### src/rtl/seg7_scan_ctrl.sv
// rtl/seg7_scan_ctrl.sv - 8-digit seven-segment scan scheduler with tear-free bulk buffer load
module seg7_scan_ctrl #(
  parameter int REFRESH_DIV = 100000,
  parameter int CNT_W       = 17
) (
  input  logic        clk,
  input  logic        rst_n,
  input  logic        scan_en,
  input  logic [7:0]  digit_en,
  input  logic        wr_en,
  input  logic [2:0]  wr_addr,
  input  logic [3:0]  wr_data,
  input  logic        load_valid,
  input  logic [31:0] load_data,
  output logic        load_ready,
  output logic [3:0]  num,
  output logic [2:0]  sel,
  output logic        digit_on,
  output logic        frame_done
);

  typedef enum logic {S_IDLE, S_PENDING} load_state_e;

  localparam logic [CNT_W-1:0] CNT_LAST = CNT_W'(REFRESH_DIV - 1);

  logic [CNT_W-1:0] cnt_q, cnt_d;
  logic [2:0]       sel_q, sel_d;
  logic [3:0]       num_q, num_d;
  logic             digit_on_q, digit_on_d;
  logic             frame_done_q, frame_done_d;
  logic [3:0]       disp_q [8];
  logic [3:0]       disp_d [8];
  logic [31:0]      shadow_q, shadow_d;
  load_state_e      state_q, state_d;
  logic             tick, wrap, commit;

  // Outputs are registered against sel_d so num/sel/digit_on switch on the same edge.
  always_comb begin
    tick         = scan_en && (cnt_q == CNT_LAST);
    wrap         = tick && (sel_q == 3'd7);
    cnt_d        = cnt_q;
    if (scan_en) cnt_d = tick ? '0 : cnt_q + CNT_W'(1);
    sel_d        = tick ? sel_q + 3'd1 : sel_q;
    num_d        = disp_q[sel_d];
    digit_on_d   = digit_en[sel_d];
    frame_done_d = wrap;
  end

  always_comb begin
    state_d  = state_q;
    shadow_d = shadow_q;
    commit   = 1'b0;
    case (state_q)
      S_IDLE: begin
        if (load_valid) begin
          shadow_d = load_data;
          state_d  = S_PENDING;
        end
      end
      S_PENDING: begin
        if (wrap) begin
          commit  = 1'b1;
          state_d = S_IDLE;
        end
      end
      default: state_d = S_IDLE;
    endcase
  end

  // A direct write lands on top of a same-cycle commit.
  always_comb begin
    for (int i = 0; i < 8; i++) begin
      disp_d[i] = commit ? shadow_q[4*i +: 4] : disp_q[i];
    end
    if (wr_en) disp_d[wr_addr] = wr_data;
  end

  always_ff @(posedge clk or negedge rst_n) begin
    if (!rst_n) begin
      cnt_q        <= '0;
      sel_q        <= '0;
      num_q        <= '0;
      digit_on_q   <= 1'b0;
      frame_done_q <= 1'b0;
      shadow_q     <= '0;
      state_q      <= S_IDLE;
      for (int i = 0; i < 8; i++) disp_q[i] <= '0;
    end else begin
      cnt_q        <= cnt_d;
      sel_q        <= sel_d;
      num_q        <= num_d;
      digit_on_q   <= digit_on_d;
      frame_done_q <= frame_done_d;
      shadow_q     <= shadow_d;
      state_q      <= state_d;
      for (int i = 0; i < 8; i++) disp_q[i] <= disp_d[i];
    end
  end

  assign load_ready = (state_q == S_IDLE);
  assign num        = num_q;
  assign sel        = sel_q;
  assign digit_on   = digit_on_q;
  assign frame_done = frame_done_q;

endmodule

### config.mk
export PLATFORM = sky130hd
export DESIGN_NAME = seg7_scan_ctrl
export DESIGN_NICKNAME = d
export VERILOG_FILES = /design/src/rtl/seg7_scan_ctrl.sv
export SDC_FILE = /design/constraint.sdc
export NUM_CORES = 1
export LEC_CHECK = 0
export CORE_UTILIZATION = 30
export CTS_BUF_LIST = sky130_fd_sc_hd__clkbuf_8
export CTS_CLUSTER_DIAMETER = 60
export CTS_CLUSTER_SIZE = 40
export DETAILED_ROUTE_END_ITERATION = 10
export PLACE_DENSITY = 0.46
export SLEW_MARGIN = 20
export SYNTH_ARGS = -nofsm -noshare
export SYNTH_HDL_FRONTEND = slang
export SYNTH_SLANG_ARGS = --single-unit
### constraint.sdc
create_clock -name clk -period 5.4 [get_ports clk]
set_input_delay 1.62 -clock clk [delete_from_list [all_inputs] [get_ports clk]]
set_output_delay 1.62 -clock clk [all_outputs]
set_load 0.05 [all_outputs]
# Word level (Yosys, flattened, before mapping)
# Index checks and enable logic that the tools add are counted.
# word_totals
reg_bits	91
input_bits	52
out_inout_bits	10
elab_cells	54
# op_classes
addsub	2
magnitude_cmp	4
n_eq_ne	2
mux	24
bitwise_logic	3
reduce_logical	4
# op_table
operator	count
2-to-1 mux 4 bit	11
bitwise mux 32 bit	1
2-to-1 mux 32 bit	1
adder 17 x 1 -> 17 bit, second input constant	1
== test 17 bit, second input constant	1
2-to-1 mux 17 bit	1
binary-select mux 4 bit (select 3 bit)	1
demux 4 bit (select 3 bit)	1
greater-or-equal comparator 4 bit, second input constant	2
NOT 3 -> 4 bit	2
2-to-1 mux 1 bit	5
< comparator 3 x 4 -> 1 bit, second input constant	1
< comparator 4 x 1 -> 1 bit, second input constant	1
adder 3 x 1 -> 3 bit, second input constant	1
binary-select mux 1 bit (select 3 bit)	1
== test 3 bit, second input constant	1
logical AND 1 bit	3
2-to-1 mux 3 bit	1
case mux 1 bit (2 select lines)	1
AND reduction 2 bit	1
NOT 1 bit	1

# Longest topological paths before layout
# depth
ltp_word	8
depth_mapped	8
mapped_depth_nobuf	6

# Worst setup path after synthesis
# OpenSTA, ideal clock, no wires.
# synth_timing
path_kind	input port to flip-flop
startpoint	in scan_en
endpoint	reg sel_q[1] (netlist: sel[1])
setup_ns	0.125
arrival_time_ns	2.788
t_required_ns	5.275
setup_slack_ns	2.486
stages	7
path_buffers	3
cell_sequence	clkbuf_2 -> and3_4 -> and3_1 -> buf_6 -> and2_4 -> buf_12 -> mux2_4
# synth_via
elab_chain_cells	2
# synth_lines
item	line_no	source
start: declaration	8	input logic scan_en,
logical AND 1 bit	39	tick = scan_en && (cnt_q == CNT_LAST);
2-to-1 mux 3 bit	43	sel_d = tick ? sel_q + 3'd1 : sel_q;
via sel_d[1]	27	logic [2:0] sel_q, sel_d;
end signal: assignment	90	sel_q <= sel_d;
end: declaration	27	
# The timed path passes the listed nets, and every way through them passes these cells.
# A chain may end at the register's enable or synchronous reset.

# Final worst setup path
# layout_timing
startpoint	reg sel_q[2] (netlist: sel[2])
endpoint	out sel[2]
# layout_rtl
item	line_no	source
end: declaration	17	output logic [2:0] sel,
# No word-level cell between the ends.

==> run metrics <==
Yosys reg bits 91; CP max stage delay 930 ps; DR vias/cell 5.11; top cell type's share of synthesized area 48.5%; Leak 2.13 nW; detailed router's first-iteration violation count 190; clock sink count 91; Clock Skew 13.1 ps; top-count cell post-synth dfrtp_1; status finished clean; Power per Cell Area 290 nW/um^2; Final Max Slew Viols 0; DRT Wirelength 11.8 mm; Synth area leader dfrtp_1; core region area 15300 um^2; CTS tree yes; placed cell count 650; via count of the first global-routing pass 3425; Ant. Diodes 0; top cells by area, synth dfrtp_1 (48%), mux4_2 (9.6%), mux2_2 (7.9%), nand4_1 (5.5%), a31oi_1 (4.3%); pre-CTS WS 1360 ps; final instance count without filler cells 667; post-detail-place hpwl 8.12 mm; Initial Util 30.8%; largest net degree at the start of global routing 56; total track usage 15.7%; number of CTS-inserted buffers 9; Die Height 127 um; DR vias 3409; CP max FO 13; first-pass GRT wire length 19.3 mm; EDFF count, synth 0; RSZ-0062 raised after global routing no; Worst Path Arrival 2090 ps; Syn Std Cell Area 4700 um^2; setup slack after layout 1690 ps; Antenna Nets Post-Route 0; RD Place Congestion 0.751; fin crit period 3710 ps; Final Hold Viols 0; Ys Warns 0; Netlist cell types 38; synthesized area per cell 11.5 um^2; CP Class flip-flop to primary output; HP Class flip-flop to flip-flop; CP bufs+invs 1; clk root buf clkbuf_8; H-tree levels 3; GRT overflow 0; sequential area share after synthesis 48.5%; DR WL/cell 17.7 um; top_reg_cell synth dfrtp_1; max-cap violations 0; Port Buffer Count 61; maximum clock frequency 269 MHz; Rows 45; Setup violations, final 0; setup total negative slack 0 ps; Die X 127 um; CP max stage cell clkdlybuf4s50_1; crit-path cells clkdlybuf4s50_1; clk buf depth 2; Slew HR 52.5%; CP Capture Type primary output; Post-CTS Hold Buffers 0; Top Family by Delay on Critical Path buffers and inverters; # Post-CTS Setup Buffers 0; clk_lat worst skew 390 ps; synth cell count leaders dfrtp_1 (91), nor2_1 (42), nand4_1 (41); Max rail drop VDD 0.112 mV; number of remaining DRC errors 0; Top Ports 62; Worst-Margin Slew 713 ps; CP required 3780 ps; Worst-path clk slew 80 ps; share of cells above drive strength 1 18.4%; post-cts sizing count 0; drt first pass iters 4; crit path launch type flip-flop; Final #Nets 506; synthesized instance count 408; syn_nets 463; Layout area overhead 19.6%; initial antenna violation count 0; DIE AREA 16200 um^2; period utilization 68.7%; fraction of registers with async set/reset 100%
[kinds of logic after synthesis]
logic type / share of synthesized area [%]
xor gates and xnor gates: 2.77
and+or+nand+nor: 13.5
muxes: 21.3
DFF: 48.5
adders and majority gates: 0.799
AOI/OAI and AO/OA: 8.58
buffers and inverters: 4.53
[placed cells by master, fill, tap and decap left out, types with 2 or more instances in the layout]
cell type	netlist	final
dfrtp_1	91	91
clkdlybuf4s50_1	0	60
nor2_1	42	42
nand4_1	41	41
o21ai_0	33	33
mux2_2	33	33
a31oi_1	32	32
mux4_2	20	20
mux2i_1	15	15
nand2_1	10	10
clkbuf_8	0	10
xor2_1	8	8
inv_1	3	7
buf_4	3	7
and3_1	6	6
nand3_1	7	6
xnor2_1	5	5
nor2b_1	4	3
a21oi_1	3	3
ha_1	3	3
and2_1	2	2
mux2_4	2	2
[power breakdown]
group          leakage (nW)  internal [mW]  switching [mW]
Combinational         0.926          0.161           0.132
Sequential             1.09          0.788          0.0879
Clock                 0.111          0.220           0.243
[per-stage QoR]
step,hold slack [ps],power (mW),cell area (um^2),utilization [%]
final,468,1.63,5620,36.8
after global routing,493,1.72,5620,36.8
after CTS,474,1.65,5600,36.7
after detailed placement,458,1.18,5420,35.5
after global placement,456,1.17,5420,35.5
after floorplan,439,1.05,4700,-
[flip-flops by register name, indices dropped and copies added, names as in the netlist]
register,count
shadow_q,32
frame_done,1
disp_q,32
state_q,1
num,4
digit_on,1
sel,3
cnt_q,17
[final timing paths]
kind                       startpoint            to  slack, ps  cells after the start
max                            sel[2]        sel[2]       1690                      1
min                          cnt_q[4]      cnt_q[4]        470                      1
max reg2reg                    sel[0]    disp_q[10]       2580                      8
min reg2reg                  cnt_q[4]      cnt_q[4]        470                      1
max in group asynchronous       rst_n    disp_q[15]       3130                      2
min in group asynchronous       rst_n  shadow_q[13]       1290                      1
[area by class of cell]
cell class	count	area, um^2
Inverter	3	11.3
Fill cell	1516	9640
Clock inverter	6	50.0
Sequential cell	91	2280
Clock buffer	10	138
Tap cell	211	264
Timing Repair Buffer	68	664
Multi-Input combinational cell	278	2210
[layer usage]
layer / track usage (%) / up-vias / wire length, um
li1: - / 1611 / -
met1: 23.2 / 1681 / 5870
met2: 22.4 / 104 / 5120
met3: 3.18 / 13 / 575
met4: 6.37 / 0 / 210
met5: 0 / - / 0
No activity file was read; power rests on OpenSTA's default activity.
